<file path="src/rtl/mem_port_arbiter_if.sv">
// Line-transfer port bundles: one cache-CMU request port and the main-memory line port.
// The CMU side holds req and its fields until ack. Memory completes each strobe with one ack pulse.

interface cmu_port_if #(
    parameter int ADDR_W = 32,
    parameter int LINE_W = 128
);
    logic              req;
    logic              we;
    logic [ADDR_W-1:0] addr;
    logic [LINE_W-1:0] wdata;
    logic              ack;
    logic [LINE_W-1:0] rdata;

    modport master (output req, we, addr, wdata, input  ack, rdata);
    modport slave  (input  req, we, addr, wdata, output ack, rdata);
endinterface

interface mem_line_if #(
    parameter int ADDR_W = 32,
    parameter int LINE_W = 128
);
    logic              stb;
    logic              we;
    logic [ADDR_W-1:0] addr;
    logic [LINE_W-1:0] wdata;
    logic [LINE_W-1:0] rdata;
    logic              ack;

    modport master (output stb, we, addr, wdata, input  rdata, ack);
    modport slave  (input  stb, we, addr, wdata, output rdata, ack);
endinterface

</file>
<file path="src/rtl/mem_port_arbiter.sv">
// Shares the main-memory line port between the I-CMU and D-CMU, one transfer at a time, with a watchdog.
// Latency: request->mem_stb 1 cycle; mem_ack->x_ack 1 cycle; all outputs registered.
// Backpressure: requesters hold req until ack; mem_busy stays high from the grant through the ack cycle.

module mem_port_arbiter #(
    parameter int ADDR_W  = 32,
    parameter int LINE_W  = 128,
    parameter int TIMEOUT = 255,
    parameter int CNT_W   = 8
) (
    input  logic       clk,
    input  logic       rstn,
    cmu_port_if.slave  i_port,
    cmu_port_if.slave  d_port,
    mem_line_if.master mem,
    output logic       err,
    output logic       mem_busy
);

    typedef enum logic [1:0] {
        IDLE    = 2'd0,
        GRANT_I = 2'd1,
        GRANT_D = 2'd2,
        DONE    = 2'd3
    } state_t;

    localparam logic [ADDR_W-1:0] LINE_MASK = {{(ADDR_W-4){1'b1}}, 4'b0000};
    localparam logic [CNT_W-1:0]  CNT_LAST  = CNT_W'(TIMEOUT - 1);

    state_t            state_q, state_d;
    logic              last_q, last_d;       // 0: I served last, 1: D served last
    logic [CNT_W-1:0]  cnt_q, cnt_d;

    logic              stb_q, stb_d;
    logic              we_q, we_d;
    logic [ADDR_W-1:0] addr_q, addr_d;
    logic [LINE_W-1:0] wdata_q, wdata_d;
    logic              i_ack_q, i_ack_d;
    logic              d_ack_q, d_ack_d;
    logic [LINE_W-1:0] i_rdata_q, i_rdata_d;
    logic [LINE_W-1:0] d_rdata_q, d_rdata_d;
    logic              err_q, err_d;
    logic              busy_q, busy_d;

    logic              grant_i, grant_d;
    logic              finish;
    logic [LINE_W-1:0] rdata_n;

    // When both sides ask, the side not served last wins, so neither waits more than one transfer.
    assign grant_d = d_port.req && (!i_port.req || !last_q);
    assign grant_i = i_port.req && (!d_port.req ||  last_q);
    assign finish  = mem.ack || (cnt_q == CNT_LAST);

    always_comb begin
        state_d   = state_q;
        last_d    = last_q;
        cnt_d     = cnt_q;
        stb_d     = 1'b0;
        we_d      = we_q;
        addr_d    = addr_q;
        wdata_d   = wdata_q;
        i_ack_d   = 1'b0;
        d_ack_d   = 1'b0;
        i_rdata_d = i_rdata_q;
        d_rdata_d = d_rdata_q;
        err_d     = 1'b0;
        rdata_n   = mem.ack ? mem.rdata : '0;

        case (state_q)
            IDLE: begin
                if (grant_d) begin
                    state_d = GRANT_D;
                    last_d  = 1'b1;
                    cnt_d   = '0;
                    stb_d   = 1'b1;
                    we_d    = d_port.we;
                    addr_d  = d_port.addr & LINE_MASK;
                    wdata_d = d_port.wdata;
                end else if (grant_i) begin
                    state_d = GRANT_I;
                    last_d  = 1'b0;
                    cnt_d   = '0;
                    stb_d   = 1'b1;
                    we_d    = i_port.we;
                    addr_d  = i_port.addr & LINE_MASK;
                    wdata_d = i_port.wdata;
                end
            end
            GRANT_I, GRANT_D: begin
                stb_d = 1'b1;
                cnt_d = cnt_q + CNT_W'(1);
                // An ack on the last watchdog cycle still counts as a normal completion.
                if (finish) begin
                    state_d = DONE;
                    stb_d   = 1'b0;
                    err_d   = !mem.ack;
                    if (state_q == GRANT_I) begin
                        i_ack_d   = 1'b1;
                        i_rdata_d = rdata_n;
                    end else begin
                        d_ack_d   = 1'b1;
                        d_rdata_d = rdata_n;
                    end
                end
            end
            DONE: begin
                state_d = IDLE;
            end
            default: begin
                state_d = IDLE;
            end
        endcase

        busy_d = (state_d != IDLE);
    end

    always_ff @(posedge clk or negedge rstn) begin
        if (!rstn) begin
            state_q   <= IDLE;
            last_q    <= 1'b0;
            cnt_q     <= '0;
            stb_q     <= 1'b0;
            we_q      <= 1'b0;
            addr_q    <= '0;
            wdata_q   <= '0;
            i_ack_q   <= 1'b0;
            d_ack_q   <= 1'b0;
            i_rdata_q <= '0;
            d_rdata_q <= '0;
            err_q     <= 1'b0;
            busy_q    <= 1'b0;
        end else begin
            state_q   <= state_d;
            last_q    <= last_d;
            cnt_q     <= cnt_d;
            stb_q     <= stb_d;
            we_q      <= we_d;
            addr_q    <= addr_d;
            wdata_q   <= wdata_d;
            i_ack_q   <= i_ack_d;
            d_ack_q   <= d_ack_d;
            i_rdata_q <= i_rdata_d;
            d_rdata_q <= d_rdata_d;
            err_q     <= err_d;
            busy_q    <= busy_d;
        end
    end

    assign mem.stb      = stb_q;
    assign mem.we       = we_q;
    assign mem.addr     = addr_q;
    assign mem.wdata    = wdata_q;
    assign i_port.ack   = i_ack_q;
    assign i_port.rdata = i_rdata_q;
    assign d_port.ack   = d_ack_q;
    assign d_port.rdata = d_rdata_q;
    assign err          = err_q;
    assign mem_busy     = busy_q;

`ifndef SYNTHESIS
    a_ack_exclusive: assert property (@(posedge clk) disable iff (!rstn)
        !(i_port.ack && d_port.ack));
    a_stb_in_grant: assert property (@(posedge clk) disable iff (!rstn)
        mem.stb |-> (state_q == GRANT_I || state_q == GRANT_D));
    a_err_with_ack: assert property (@(posedge clk) disable iff (!rstn)
        err |-> (i_port.ack || d_port.ack));
`endif

endmodule

</file>
<file path="src/flat_wrapper.sv">
// flat-port wrapper written by rule: the top's interface ports become plain ports
module mem_port_arbiter_flat 
#(
    parameter int ADDR_W  = 32,
    parameter int LINE_W  = 128,
    parameter int TIMEOUT = 255,
    parameter int CNT_W   = 8
)
  (clk, rstn, err, mem_busy, i_port_req, i_port_we, i_port_addr, i_port_wdata, i_port_ack, i_port_rdata, d_port_req, d_port_we, d_port_addr, d_port_wdata, d_port_ack, d_port_rdata, mem_stb, mem_we, mem_addr, mem_wdata, mem_rdata, mem_ack);
  cmu_port_if #(.ADDR_W(ADDR_W), .LINE_W(LINE_W)) i_port_i ();
  cmu_port_if #(.ADDR_W(ADDR_W), .LINE_W(LINE_W)) d_port_i ();
  mem_line_if #(.ADDR_W(ADDR_W), .LINE_W(LINE_W)) mem_i ();
  input  logic clk;
  input  logic rstn;
  output logic err;
  output logic mem_busy;
  input wire logic [$bits(i_port_i.req)-1:0] i_port_req;
  input wire logic [$bits(i_port_i.we)-1:0] i_port_we;
  input wire logic [$bits(i_port_i.addr)-1:0] i_port_addr;
  input wire logic [$bits(i_port_i.wdata)-1:0] i_port_wdata;
  output wire logic [$bits(i_port_i.ack)-1:0] i_port_ack;
  output wire logic [$bits(i_port_i.rdata)-1:0] i_port_rdata;
  input wire logic [$bits(d_port_i.req)-1:0] d_port_req;
  input wire logic [$bits(d_port_i.we)-1:0] d_port_we;
  input wire logic [$bits(d_port_i.addr)-1:0] d_port_addr;
  input wire logic [$bits(d_port_i.wdata)-1:0] d_port_wdata;
  output wire logic [$bits(d_port_i.ack)-1:0] d_port_ack;
  output wire logic [$bits(d_port_i.rdata)-1:0] d_port_rdata;
  output wire logic [$bits(mem_i.stb)-1:0] mem_stb;
  output wire logic [$bits(mem_i.we)-1:0] mem_we;
  output wire logic [$bits(mem_i.addr)-1:0] mem_addr;
  output wire logic [$bits(mem_i.wdata)-1:0] mem_wdata;
  input wire logic [$bits(mem_i.rdata)-1:0] mem_rdata;
  input wire logic [$bits(mem_i.ack)-1:0] mem_ack;
  assign i_port_i.req = i_port_req;
  assign i_port_i.we = i_port_we;
  assign i_port_i.addr = i_port_addr;
  assign i_port_i.wdata = i_port_wdata;
  assign i_port_ack = i_port_i.ack;
  assign i_port_rdata = i_port_i.rdata;
  assign d_port_i.req = d_port_req;
  assign d_port_i.we = d_port_we;
  assign d_port_i.addr = d_port_addr;
  assign d_port_i.wdata = d_port_wdata;
  assign d_port_ack = d_port_i.ack;
  assign d_port_rdata = d_port_i.rdata;
  assign mem_stb = mem_i.stb;
  assign mem_we = mem_i.we;
  assign mem_addr = mem_i.addr;
  assign mem_wdata = mem_i.wdata;
  assign mem_i.rdata = mem_rdata;
  assign mem_i.ack = mem_ack;
  mem_port_arbiter #(.ADDR_W(ADDR_W), .LINE_W(LINE_W), .TIMEOUT(TIMEOUT), .CNT_W(CNT_W)) u_core (.clk(clk), .rstn(rstn), .i_port(i_port_i), .d_port(d_port_i), .mem(mem_i), .err(err), .mem_busy(mem_busy));
endmodule
</file>
<file path="config.mk">
export PLATFORM = sky130hd
export DESIGN_NAME = mem_port_arbiter_flat
export DESIGN_NICKNAME = d
export VERILOG_FILES = /design/src/rtl/mem_port_arbiter_if.sv /design/src/rtl/mem_port_arbiter.sv /design/src/flat_wrapper.sv
export SDC_FILE = /design/constraint.sdc
export NUM_CORES = 1
export LEC_CHECK = 0
export CAP_MARGIN = 15
export CORE_AREA = 2 2 336 338
export DETAILED_ROUTE_END_ITERATION = 12
export DIE_AREA = 0 0 338 340
export PLACE_DENSITY = 0.43
export SLEW_MARGIN = 0
export SYNTH_ARGS = -nofsm -noshare
export SYNTH_HDL_FRONTEND = slang
export SYNTH_SLANG_ARGS = --single-unit
</file>
<file path="constraint.sdc">
create_clock -name clk -period 1.8 [get_ports clk]
set_input_delay 0.54 -clock clk [delete_from_list [all_inputs] [get_ports clk]]
set_output_delay 0.54 -clock clk [all_outputs]
set_load 0.05 [all_outputs]
</file>
# --- After elaboration in Yosys (flattened, before gate mapping) ---
# Index checks and enable logic that the tools add are counted.
# W data, S select, Z words.
totals:
  ff_bits: 433
  in_bits: 455
op_classes:
  n_reduce_logical: 18
  muxes: 28
  eq_ne: 5
  n_bitwise: 1
  n_addsub: 1
op_table:
  columns: ["cell", "count"]
  rows:
  - ["$mux W128", 3]
  - ["$mux W32", 2]
  - ["$mux W8", 2]
  - ["$pmux W8 S2", 1]
  - ["$mux W1", 15]
  - ["$add A8 B1 Y8 const B", 1]
  - ["$eq A8 B8 Y1 const B", 1]
  - ["$mux W2", 3]
  - ["$pmux W2 S3", 1]
  - ["$reduce_and A3 Y1", 2]
  - ["$reduce_bool A2 Y1", 3]
  - ["$eq A2 B2 Y1 const B", 2]
  - ["$logic_not A1 Y1", 4]
  - ["$reduce_and A2 Y1", 2]
  - ["$logic_or A1 B1 Y1", 3]
  - ["$ne A3 B1 Y1 const B", 1]
  - ["$eq A2 B1 Y1 const B", 1]
  - ["$logic_and A1 B1 Y1", 2]
  - ["$logic_not A2 Y1", 1]
  - ["$pmux W1 S2", 1]
  - ["$reduce_or A2 Y1", 1]
  - ["$not A1 Y1", 1]

# --- Depth between registers and ports, before layout ---
depth:
  ltp_word: 7
  ltp_mapped: 8
  ltp_nobuf: 5

# --- Worst setup path before layout ---
# Ideal clock, no wire load.
synth_timing:
  path_type: "register -> register"
  startpoint: "register u_core.state_q[0]"
  endpoint: "register u_core.cnt_q[2]"
  arrival_time_ns: 1.685
  path_slack_ns: 0.029
  path_stages_with_launch: 7
  period_less_slack_ns: 1.771
  path_cell_list: "dfrtp_1 > inv_1 > ha_1 > buf_2 > o21ai_0 > or3b_2 > o211ai_1"
synth_between:
  elab_chain_cells: 4
synth_rtl:
  columns: ["item", "line", "text"]
  rows:
  - ["start, declared", "mem_port_arbiter.sv:30", "state_t state_q, state_d;"]
  - ["start signal, assigned", "mem_port_arbiter.sv:133", "state_q <= state_d;"]
  - ["$eq A2 B2 Y1 or $eq A2 B1 Y1 (tied branches)", "mem_port_arbiter.sv:69", "case (state_q)"]
  - ["$reduce_or A2 Y1", "mem_port_arbiter.sv:69", null]
  - ["$reduce_bool A2 Y1 (no source line)", null, null]
  - ["$reduce_and A2 Y1 (no source line)", null, null]
  - ["end signal, assigned", "mem_port_arbiter.sv:135", "cnt_q <= cnt_d;"]
  - ["end, declared", "mem_port_arbiter.sv:32", "logic [CNT_W-1:0] cnt_q, cnt_d;"]
# Parallel ways exist; a longest one is shown, timed or not.
# A chain may end at the register's enable or synchronous reset.

# --- Final worst setup path ---
layout_timing:
  startpoint: "register u_core.i_rdata_q[98], in the netlist u_core.i_port.rdata[98]"
  endpoint: "output port i_port_rdata[98]"
layout_lines:
  columns: ["item", "line", "text"]
  rows:
  - ["start, declared", "mem_port_arbiter.sv:40", "logic [LINE_W-1:0] i_rdata_q, i_rdata_d;"]
  - ["start signal, assigned", "mem_port_arbiter.sv:142", "i_rdata_q <= i_rdata_d;"]
  - ["end, declared", "flat_wrapper.sv:22", "output wire logic [$bits(i_port_i.rdata)-1:0] i_port_rdata;"]
# No word-level cell between the ends.

==> metrics.cfg <==
[status]
outcome=complete, but fails checks
violations=negative setup slack

[sta]
final-setup-viol-count=1
final.setup.tns_ns=-0.0242
fin_skew_ns=0.0290
grt_setup_unrepaired=yes
max_slew_violation_count=0
finalWorstSetupSlack_ns=-0.0242
final.period_utilization=1.01
layout_min_cycle_time_ns=1.82
final_hold_violations=0
clock.fmax_mhz=548

[synth]
synth_sequential_area_ratio=0.550
synth-seq-cells=429
synth.area.top_cells=dfrtp_1 (55%), a2bb2oi_1 (11%), mux2i_1 (8.1%)
synth_ff_type=dfrtp_1
synth_edf_count=0
synth_warnings=0
synthesis.instances=1899
proportion_of_synthesized_flip_flops_having_asynchronous_set_or_reset=1.00
synth_largest_area_cell=dfrtp_1
synth_common_cells=dfrtp_1 (429), o21ai_0 (270), inv_1 (261)
postSynthAreaPerCell_sq_um=10.3
synthDominantCellAreaShare=0.550
synth_most_common_cell=dfrtp_1
mappedNetlistArea_sq_mm=0.0195
yosysUniqueCellTypes=44

[cts]
clock_latency_ns=0.63
cts_inserted_buffers=53
tritoncts_clock_tree=done
clk_path_buf_depth=3
clk_pin_slew_ns=0.06
clkSinkCount=429
cts_root_buf=clkbuf_16
cts.htree.levels=2

[drt]
routed_via_density=3.94
route.vias.total=17500
dr.first_iter.drc_count=814
wl_per_cell_um=20.3
totalWireLength_um=90300
drc=0
first_pass_iters=5
ant_nets=0

[cells_and_area]
syn2layout_area_growth_pct=81.0
filler_cell_count=11500
final_cell_count_no_fill=4447
multi_input_comb_area_sq_mm=0.00715
drive_gt1_frac=0.258
finish.net_count=3363
sequential_cell_area_sq_mm=0.0108

[global_routing]
largest_net_degree_at_the_start_of_global_routing=56
first_global_vias=18100
global_router_s_overall_resource_usage=0.152
number_of_antenna_violations_at_the_first_check_in_global_routing=18
grt_first_pass_wirelength_um=128000
grt_overflow_total=0

[pwr]
cellLeakagePower_nw=16.3
p_per_cell_area_mw_per_mm2=2230
irDropWorstVdd_mv=0.988

[worst_setup_path]
crit_path_max_incr_delay_ns=0.48
crit_path_start_kind=flop
timing.critical_path.to_type=output pin
startpoint_of_the_most_critical_register_to_register_path=u_core.last_q$_DFFE_PN0P_
timing.critical_path.max_delay_family=flip-flops
cp_data_arrival_time_ns=1.28
criticalPathCategory=flop to output pin
worst-r2r-setup-slack_ns=0.10
worst_ep_required_time_ns=1.26
critPathMaxFanout=2
rr_worst_depth=5
cpMaxStageDelayCell=dfrtp_2
timing.critical_path.cells=buf_12
r2r-end=u_core.mem.wdata[63]$_DFFE_PN0P_
cp_num_buf_inv=1

[die]
count_of_pins_on_the_block_boundary=877
die_width_um=338
fp.dieH_um=340
initial_utilization=0.175
fp.coreArea_sq_mm=0.112
dieArea_sq_mm=0.115
floorplan.rows=123

[place]
port-buffer-count=864
placed_cells=4259
finalWeightedCongestion=0.793
dp_hpwl_um=69500

[worst_hold_path]
timing.hold.worst.class=input pin to async pin

[job]
cap_viol_max_count=0

-- timing repair --
action | 4_1_cts | 5_1_grt
endpoints found under the hold margin | 21 | 0
hold buffers | 1 | 0
buffers inserted | 45 | 39
resized for setup | 198 | 29
pin swaps | 1 | 0
endpoints found under the setup margin | 564 | 274
cloned | 1 | 0
-- sequential cells by signal, indices dropped and copies added, names as in the netlist --
register and flops:
u_core.mem.stb 1, u_core.mem.we 1, u_core.last_q 1, u_core.d_port.ack 1, u_core.mem.addr 28, u_core.i_port.rdata 128
u_core.i_port.ack 1, u_core.mem.wdata 128, u_core.cnt_q 8, u_core.state_q 2, u_core.mem_busy 1, u_core.d_port.rdata 128
u_core.err 1
-- power by group --
group	switching, mW	total (mW)	internal (mW)
registers	4.27	18.7	14.4
clock network	4.55	10.7	6.17
logic	28.2	49.4	21.2
total	37.0	78.8	41.8
-- logic make-up after synthesis --
group / Yosys count / share of synthesized area
AOI/OAI and AO/OA: 705 / 0.234
xor gates and xnor gates: 1 / 0.000449
adders and majority gates: 8 / 0.00513
buffers and inverters: 406 / 0.0885
DFF: 429 / 0.550
muxes: 158 / 0.0810
other: 1 / 0.000192
and+or+nand+nor: 191 / 0.0408
-- cell type report --
class | count | area share
Clock inverter | 10 | 0.00262
Tap cell | 1500 | 0.0531
Multi-Input combinational cell | 1068 | 0.202
Clock buffer | 84 | 0.0451
Timing Repair Buffer | 1087 | 0.364
Antenna cell | 8 | 0.000566
Sequential cell | 429 | 0.304
Inverter | 261 | 0.0277
-- cells in the final DEF (no fill, tap or decap), types with 6 or more instances in the layout --
| master | Yosys | final |
|---|---|---|
| diode_2 | 0 | 8 |
| buf_12 | 0 | 230 |
| a21oi_1 | 7 | 7 |
| nor2_1 | 7 | 7 |
| o21ai_1 | 150 | 162 |
| mux2i_1 | 158 | 157 |
| clkdlybuf4s50_1 | 0 | 445 |
| clkinv_2 | 0 | 6 |
| a2bb2oi_1 | 256 | 256 |
| buf_4 | 8 | 223 |
| inv_1 | 261 | 261 |
| clkbuf_1 | 77 | 17 |
| dfrtp_1 | 429 | 406 |
| dfrtp_2 | 0 | 23 |
| o21ai_0 | 270 | 258 |
| nand2_1 | 160 | 160 |
| clkbuf_16 | 0 | 54 |
| clkbuf_8 | 0 | 13 |
| buf_6 | 16 | 186 |
-- how the worst max path moves through the flow --
stage                                              startpoint                               end  slack, ns  depth (start not counted)
after floorplan                   u_core.state_q[0]$_DFF_PN0_       u_core.cnt_q[2]$_DFFE_PN0P_       0.03                          6
after global placement                             i_port_req  u_core.mem.wdata[62]$_DFFE_PN0P_      -0.48                          6
after detailed placement                           i_port_req  u_core.mem.wdata[62]$_DFFE_PN0P_      -0.52                          6
after CTS                 u_core.i_port.rdata[98]$_DFFE_PN0P_                  i_port_rdata[98]      -0.10                          1
after global routing      u_core.i_port.rdata[98]$_DFFE_PN0P_                  i_port_rdata[98]      -0.09                          1
final                     u_core.i_port.rdata[98]$_DFFE_PN0P_                  i_port_rdata[98]      -0.02                          1
-- through the flow --
step	area [sq um]	hold WS (ns)	total power, mW	util	setup WS, ns
after floorplan	19500	0.244	44.0	-	0.0286
after global placement	32200	0.420	65.6	0.289	-0.483
after detailed placement	32200	0.418	65.9	0.289	-0.521
after CTS	35000	0.303	79.3	0.314	-0.103
after global routing	35300	0.349	83.0	0.317	-0.0939
final	35400	0.361	78.8	0.317	-0.0242
-- layer usage --
layer	track usage	vias up	share of wire
met5	0	-	0.0012
met4	0.0508	18	0.033
met3	0.0538	136	0.084
met2	0.259	581	0.49
met1	0.177	8198	0.40
li1	-	8584	-
(Power assumes the default switching activity.)
